<file path="config.mk">
export PLATFORM = sky130hd
export DESIGN_NAME = io_input_reg
export DESIGN_NICKNAME = d
export VERILOG_FILES = /design/src/rtl/io_pkg.sv /design/src/rtl/io_in_debounce.sv /design/src/rtl/io_input_reg.sv
export SDC_FILE = /design/constraint.sdc
export NUM_CORES = 1
export LEC_CHECK = 0
export CORE_MARGIN = 1.5
export CORE_UTILIZATION = 51
export DETAILED_ROUTE_END_ITERATION = 16
export PLACE_DENSITY_LB_ADDON = 0.12
export SLEW_MARGIN = 15
export SYNTH_ARGS = -nofsm -noshare
export SYNTH_HDL_FRONTEND = slang
export SYNTH_SLANG_ARGS = --single-unit
</file>
<file path="constraint.sdc">
create_clock -name io_clk -period 2.7 [get_ports io_clk]
set_input_delay 0.54 -clock io_clk [delete_from_list [all_inputs] [get_ports io_clk]]
set_output_delay 0.54 -clock io_clk [all_outputs]
set_load 0.01 [all_outputs]
</file>
<file path="src/rtl/io_pkg.sv">
// Shared IO-space definitions: address selects for the output and input port blocks,
// plus the read-side decode used by the input register block.
package io_pkg;

  localparam int IO_DATA_W = 32;
  localparam int IO_NUM_IN = 3;

  // Output-port register selects (write side, addr[7:2])
  localparam logic [5:0] IO_OUT0_SEL = 6'b100000;
  localparam logic [5:0] IO_OUT1_SEL = 6'b100001;
  localparam logic [5:0] IO_OUT2_SEL = 6'b100010;

  // Input-port register selects (read side, addr[7:2])
  localparam logic [5:0] IO_IN0_SEL  = 6'b110000;
  localparam logic [5:0] IO_IN1_SEL  = 6'b110001;
  localparam logic [5:0] IO_IN2_SEL  = 6'b110010;
  localparam logic [5:0] IO_STAT_SEL = 6'b110011;

  typedef enum logic [2:0] {
    RD_NONE,
    RD_IN0,
    RD_IN1,
    RD_IN2,
    RD_STAT
  } io_rd_sel_e;

  function automatic io_rd_sel_e io_rd_decode(input logic [5:0] sel);
    io_rd_sel_e rd_sel;
    case (sel)
      IO_IN0_SEL:  rd_sel = RD_IN0;
      IO_IN1_SEL:  rd_sel = RD_IN1;
      IO_IN2_SEL:  rd_sel = RD_IN2;
      IO_STAT_SEL: rd_sel = RD_STAT;
      default:     rd_sel = RD_NONE;
    endcase
    return rd_sel;
  endfunction

endpackage

</file>
<file path="src/rtl/io_in_debounce.sv">
// One input port: 2-flop synchroniser, candidate/counter debounce and committed value.
// commit_pulse is high in the cycle whose rising edge loads a new committed value.
module io_in_debounce
  import io_pkg::*;
#(
  parameter int DEBOUNCE_CYCLES = 4,
  parameter int CNT_W           = 8
) (
  input  logic                 io_clk,
  input  logic                 clrn,
  input  logic [IO_DATA_W-1:0] din,
  output logic [IO_DATA_W-1:0] dout,
  output logic                 commit_pulse
);

  logic [IO_DATA_W-1:0] s1_reg;
  logic [IO_DATA_W-1:0] s2_reg;
  logic [IO_DATA_W-1:0] committed_reg;

  always_ff @(posedge io_clk or negedge clrn) begin
    if (!clrn) begin
      s1_reg <= '0;
      s2_reg <= '0;
    end else begin
      s1_reg <= din;
      s2_reg <= s1_reg;
    end
  end

  generate
    if (DEBOUNCE_CYCLES == 0) begin : g_bypass
      assign commit_pulse = (s2_reg != committed_reg);

      always_ff @(posedge io_clk or negedge clrn) begin
        if (!clrn) begin
          committed_reg <= '0;
        end else begin
          committed_reg <= s2_reg;
        end
      end
    end else begin : g_debounce
      localparam logic [CNT_W-1:0] CNT_LAST = CNT_W'(DEBOUNCE_CYCLES - 1);

      logic [IO_DATA_W-1:0] cand_reg;
      logic [IO_DATA_W-1:0] cand_next;
      logic [IO_DATA_W-1:0] committed_next;
      logic [CNT_W-1:0]     cnt_reg;
      logic [CNT_W-1:0]     cnt_next;

      // Any movement of s2 restarts qualification; the counter only runs while a
      // stable candidate differs from the committed value, so it never passes CNT_LAST.
      always_comb begin
        cand_next      = cand_reg;
        cnt_next       = '0;
        committed_next = committed_reg;
        commit_pulse   = 1'b0;
        if (s2_reg != cand_reg) begin
          cand_next = s2_reg;
        end else if (cand_reg != committed_reg) begin
          if (cnt_reg == CNT_LAST) begin
            committed_next = cand_reg;
            commit_pulse   = 1'b1;
          end else begin
            cnt_next = cnt_reg + CNT_W'(1);
          end
        end
      end

      always_ff @(posedge io_clk or negedge clrn) begin
        if (!clrn) begin
          cand_reg      <= '0;
          cnt_reg       <= '0;
          committed_reg <= '0;
        end else begin
          cand_reg      <= cand_next;
          cnt_reg       <= cnt_next;
          committed_reg <= committed_next;
        end
      end
    end
  endgenerate

  assign dout = committed_reg;

endmodule

</file>
<file path="src/rtl/io_input_reg.sv">
// Memory-mapped input-port block: three debounced input buses, sticky change flags
// cleared by a CPU load of the status word, and an interrupt while any flag is set.
module io_input_reg
  import io_pkg::*;
#(
  parameter int DEBOUNCE_CYCLES = 4,
  parameter int CNT_W           = 8
) (
  input  logic        io_clk,
  input  logic        clrn,
  input  logic [31:0] addr,
  input  logic        read_io_enable,
  input  logic [31:0] in_port0,
  input  logic [31:0] in_port1,
  input  logic [31:0] in_port2,
  output logic [31:0] dataout,
  output logic        io_irq
);

  logic [IO_DATA_W-1:0] port_din  [IO_NUM_IN];
  logic [IO_DATA_W-1:0] port_dout [IO_NUM_IN];
  logic [IO_NUM_IN-1:0] commit_pulse;
  logic [IO_NUM_IN-1:0] status_reg;
  logic [IO_NUM_IN-1:0] status_next;
  logic                 stat_clear;
  io_rd_sel_e           rd_sel;
  logic                 unused_addr;

  assign port_din[0] = in_port0;
  assign port_din[1] = in_port1;
  assign port_din[2] = in_port2;

  genvar gi;
  generate
    for (gi = 0; gi < IO_NUM_IN; gi++) begin : g_port
      io_in_debounce #(
        .DEBOUNCE_CYCLES(DEBOUNCE_CYCLES),
        .CNT_W          (CNT_W)
      ) u_debounce (
        .io_clk      (io_clk),
        .clrn        (clrn),
        .din         (port_din[gi]),
        .dout        (port_dout[gi]),
        .commit_pulse(commit_pulse[gi])
      );
    end
  endgenerate

  assign rd_sel      = io_rd_decode(addr[7:2]);
  assign unused_addr = ^{addr[31:8], addr[1:0]};
  assign stat_clear  = read_io_enable && (rd_sel == RD_STAT);

  // A commit on the same edge as a clear must survive, so set is OR-ed after the clear.
  always_comb begin
    status_next = status_reg;
    if (stat_clear) begin
      status_next = '0;
    end
    status_next = status_next | commit_pulse;
  end

  always_ff @(posedge io_clk or negedge clrn) begin
    if (!clrn) begin
      status_reg <= '0;
    end else begin
      status_reg <= status_next;
    end
  end

  always_comb begin
    dataout = '0;
    case (rd_sel)
      RD_IN0:  dataout = port_dout[0];
      RD_IN1:  dataout = port_dout[1];
      RD_IN2:  dataout = port_dout[2];
      RD_STAT: dataout = {{(IO_DATA_W - IO_NUM_IN){1'b0}}, status_reg};
      default: dataout = '0;
    endcase
  end

  assign io_irq = |status_reg;

endmodule
</file>
# After elaboration in Yosys (flattened, before gate mapping)
# Cells that the tools add are included.
[classes] n_addsub=3 eq_ne=17 mux=21 bitwise_logic=4 reduce_logical=5
[op_table] operator="inequality test 32 bit" count=6
[op_table] operator="one-hot mux 32 bit (4 select lines)" count=1
[op_table] operator="2-to-1 mux 8 bit" count=9
[op_table] operator="adder 8 x 1 -> 8 bit, second input constant" count=3
[op_table] operator="equality test 6 bit, second input constant" count=4
[op_table] operator="equality test 8 x 2 -> 1 bit, second input constant" count=3
[op_table] operator="one-hot mux 3 bit (4 select lines)" count=1
[op_table] operator="2-to-1 mux 1 bit" count=9
[op_table] operator="AND reduction 3 bit" count=3
[op_table] operator="equality test 3 x 2 -> 1 bit, second input constant" count=2
[op_table] operator="equality test 3 x 1 -> 1 bit, second input constant" count=1
[op_table] operator="equality test 3 bit, second input constant" count=1
[op_table] operator="2-to-1 mux 3 bit" count=1
[op_table] operator="inverter 1 bit" count=3
[op_table] operator="bitwise OR 3 bit" count=1
[op_table] operator="OR reduction 3 bit" count=1
[op_table] operator="logical AND 1 bit" count=1
[totals] reg_bits=411 in_bits=131 wordCells=66

# Longest topological paths before layout
[depth] word_depth=6 ltp_mapped=7 mapped_depth_nobuf=6

# Cells and area by module
# A second synthesis with hierarchy kept.
[hier_totals] hier_cells=1087 area_unflattened_um2=15977.8
[by_module_without_submodules] module="io_in_debounce" instances=3 cells_each=313 area_each_um2=4941.0
[by_module_without_submodules] module="io_input_reg" instances=1 cells_each=148 area_each_um2=1154.9

# Worst setup path before layout
# Ideal clock, no wire load.
[synth_path] path_type="register to register" start="reg g_port[0].u_debounce.g_debounce.cnt_reg[0]" end="reg g_port[0].u_debounce.committed_reg[10]" setup_ns=0.125 arrival_ns=2.401 required_time_ns=2.575 setup_slack_ns=0.174 stages_incl_launch_ff=8 n_path_buf=1 synth_period_minus_slack_ns=2.526 path_cell_list="dfrtp_1 ha_1 or4b_4 nor4_4 inv_2 a2111oi_4 buf_6 mux2_4"
[synth_between] elab_chain_cells=2
[synth_rtl] element="from (decl)" line="io_in_debounce.sv:47" source="logic [CNT_W-1:0] cnt_reg;"
[synth_rtl] element="from (signal assigned)" line="io_in_debounce.sv:76" source="cnt_reg <= cnt_next;"
[synth_rtl] element="equality test 8 x 2 -> 1 bit" line="io_in_debounce.sv:60" source="if (cnt_reg == CNT_LAST) begin"
[synth_rtl] element="AND reduction 3 bit (no line)"
[synth_rtl] element="to (signal assigned)" line="io_in_debounce.sv:77" source="committed_reg <= committed_next;"
[synth_rtl] element="to (decl)" line="io_in_debounce.sv:18" source="logic [IO_DATA_W-1:0] committed_reg;"
# No other way between the ends.
# A chain may end at the register's enable or synchronous reset.

# Final worst setup path
[layout_path] start="in addr[4]" end="out dataout[5]"
[layout_between] elab_chain_cells=4 elab_cells_between_ends=10
[layout_rtl] element="from (decl)" line="io_input_reg.sv:11" source="input logic [31:0] addr,"
[layout_rtl] element="equality test 6 bit" line="io_pkg.sv:29" source="case (sel)"
[layout_rtl] element="one-hot mux 3 bit (4 select lines) (*)" line="io_pkg.sv:29"
[layout_rtl] element="equality test 3 bit (tied with other cells)" line="io_input_reg.sv:72" source="case (rd_sel)"
[layout_rtl] element="one-hot mux 32 bit (4 select lines) (*)" line="io_input_reg.sv:72"
[layout_rtl] element="to (decl)" line="io_input_reg.sv:16" source="output logic [31:0] dataout,"
# Every way passes the cells marked *; elsewhere a longest branch is shown, timed or not.

==> run metrics <==
Total Routing Usage GR 20.5%; H-tree depth 2; Mapped Nets 1,223; Layout Nets 1,317; clock power share 46.6%; final std cells w/o fill 1,606; design area 18,800 um2; clock sink total 411; DRC Markers 0; internal power 10.6 mW; failing checks negative hold slack; status finished with violations; global route total overflow 0; die span in x 178 um; Seq/Total Area, Yosys 66.1%; fin crit share 97.2%; Vias 8,032; cell taking the most area after synthesis dfrtp_1; min cycle time layout 2620 ps; Die Ht 178 um; initial antenna violation count 1; RePlAce Congestion 0.793; first-pass GRT wire length 48,700 um; DP Area 17,300 um2; worst reg-to-reg path cell count 7; Area growth syn-to-layout 21.1%; CP max FO 30; Critical Path Max Stage Delay 550 ps; # Max-Cap Violations 0; total CTS buffers 41; First-pass DRT Iterations 4; sequential share of power 49.3%; placement row count 63; Detail Route Antenna Nets 0; power per cell area 706 nW/um2; CP Data Required Time 2160 ps; routed len/inst 19.0 um; share of cells above drive strength 1 18.5%; Synth cell types 35; Port Buffers 137; final hold violations 3; Iter 0 DRT Violations 465; clock latency on the worst-skew pair 520 ps; Synth top area share 66.1%; leakage power 8.58 nW; reg2reg setup slack 220 ps; Synth Instances 1,089; Most common cell on crit path clkdlybuf4s50_1; Achievable Freq 381 MHz; crit path max-delay cell type clkdlybuf4s50_1; total net switching power 2.71 mW; Fin Hold WS -6.06 ps; Logic pwr share 4.1%; drt via density 5.00; clk_skew 14.0 ps; Synth Register Bits 411; WP buf/inv 3; Slew Limit Fails 0; CTS Buffer Depth 3; Worst R2R End g_port[2].u_debounce.dout[0]; critical path, cell by cell clkdlybuf4s50_1 -> nor2_1 -> nand3_1 -> buf_12 -> nor2_2 -> clkdlybuf4s50_1; Final HPWL DP 21,700 um; vias in the first global route 8,622; Sw Share 20.4%; setup violators final 0; commonest non-fill, non-tap cells in the layout 411 x dfrtp_1, 109 x clkdlybuf4s50_1, 105 x xnor2_1, 105 x xor2_1, 60 x nor2_1; CP Capture Type output port; Root Driver clkbuf_16; RSZ-0062 raised after global routing true; total die area 31,500 um2; Hold-fix buffers, CTS 0; top cells by area, synth dfrtp_1 66%, xnor2_1 5.9%, xor2_1 5.9%; worst vdd ir 0.000583 V; crit path DAT 2080 ps; Clock Pin Slew Worst Setup and Hold Paths 60 ps; Ys Warns 0; R2R Path Start g_port[2].u_debounce.g_debounce.cnt_reg[0]; Worst Max-Slew Pin Slew 626 ps; starting density of the core 52.2%; Post-Syn Area 15,600 um2; Setup CP Type primary input to output port; pin count of the biggest net entering global routing 83; Top delay family on crit path buffers and inverters; Syn Area/Cell 14.3 um2; slew margin rel. 58.1%; Hold Path Class primary input to async pin; CTS tree built; # IOs 164; CP startpoint kind primary input; most common cell after layout, fill and taps aside dfrtp_1; placed insts 1,530; core box area 29,800 um2; Total Routed Length 30,400 um
[metrics by stage]
| stage | TNS (ps) | power (mW) | util (%) | setup WS [ps] | hold slack [ps] |
|---|---|---|---|---|---|
| floorplan | 0 | 6.86 | - | 174 | 244 |
| global placement | -3440 | 7.21 | 58.0 | -208 | 333 |
| detailed placement | -3720 | 7.22 | 58.0 | -201 | 335 |
| CTS | -9.16 | 13.5 | 63.1 | -5.47 | 3.82 |
| global route | 0 | 13.8 | 63.2 | 1.88 | 13.6 |
| finish | 0 | 13.3 | 63.2 | 75.1 | -6.06 |
[logic make-up (layout without fill, tap and decap cells)]
group,count (synthesis),in the layout,synth area share (%)
AO/OA/AOI/OAI,38,38,1.67
XOR/XNOR,210,210,11.8
adder cells (fa/ha/maj),3,3,0.241
buffers and inverters,125,251,3.39
flip-flops,411,411,66.1
multiplexers,128,128,10.7
other,0,1,0
AND/OR/NAND/NOR,174,174,6.09
[layer usage]
layer	routed length [um]	part of all wire, %	vias to the layer above	global-route usage [%]
met5	0	0	-	0
met4	765	2.5	0	6.48
met3	1380	4.5	42	3.15
met2	14300	47	156	32.3
met1	14000	46	4060	29.5
li1	-	-	3774	-
[how the worst max path moves through the flow]
stage | start | to | slack (ps) | cells past startpoint
global route | addr[4] | dataout[29] | 2 | 6
floorplan | g_port[0].u_debounce.g_debounce.cnt_reg[0] | g_port[0].u_debounce.dout[10] | 170 | 7
detailed placement | addr[2] | dataout[1] | -200 | 5
finish | addr[4] | dataout[5] | 80 | 6
CTS | addr[4] | dataout[10] | -5 | 6
global placement | addr[2] | dataout[1] | -210 | 5
[worst reg2reg max path: stages (launching register included)]
cell       delay [ps]
dfrtp_1           370
ha_1              200
or4b_4            480
nor4_4            170
inv_2              70
a2111oi_4         380
buf_12            290
mux2_2            400
[synth_stat cells]
cell type and count:
dfrtp_1 411, clkbuf_1 106, xnor2_1 105, xor2_1 105
nor2_1 66, mux2_4 58, mux2_2 38, nand4_1 31
nor4_1 30, a21oi_1 29, mux2i_1 29, nor3_1 19
nand3_1 10, buf_6 6, buf_1 4, nor2b_1 4
a21o_1 3, buf_4 3, ha_1 3, inv_1 3
mux4_2 3, nand2_1 3, nor4_4 3, a2111oi_4 2
a211o_1 2, and3_2 2, inv_2 2, or4b_4 2
and3_1 1, buf_2 1, nor3b_1 1, o2111a_1 1
o211ai_1 1, or3_1 1, or4b_2 1
[power by group through the flow]
stage	Clock (mW)	Sequential (mW)	Combinational, mW
2_1_floorplan	0	6.61	0.246
3_3_place_gp	0	6.67	0.546
3_5_place_dp	0	6.67	0.550
4_1_cts	6.35	6.56	0.556
5_1_grt	6.60	6.58	0.608
6_report	6.19	6.56	0.540
[cell type report]
type	count	area [um2]
inverter	5	18.8
antenna	1	2.50
sequential	411	10300
tap	390	488
timing repair buffer	171	1770
clock buffer	55	1170
clock inverter	20	342
multi-input combinational	553	4760
fill	2256	11000
[repair_timing]
item | in CTS | in global routing
setup buffers | 0 | 0
endpoints found under the setup margin | 32 | 18
gates cloned | 0 | 0
hold endpoints to repair | 0 | 0
resized for setup | 15 | 19
(Power assumes the default switching activity.)
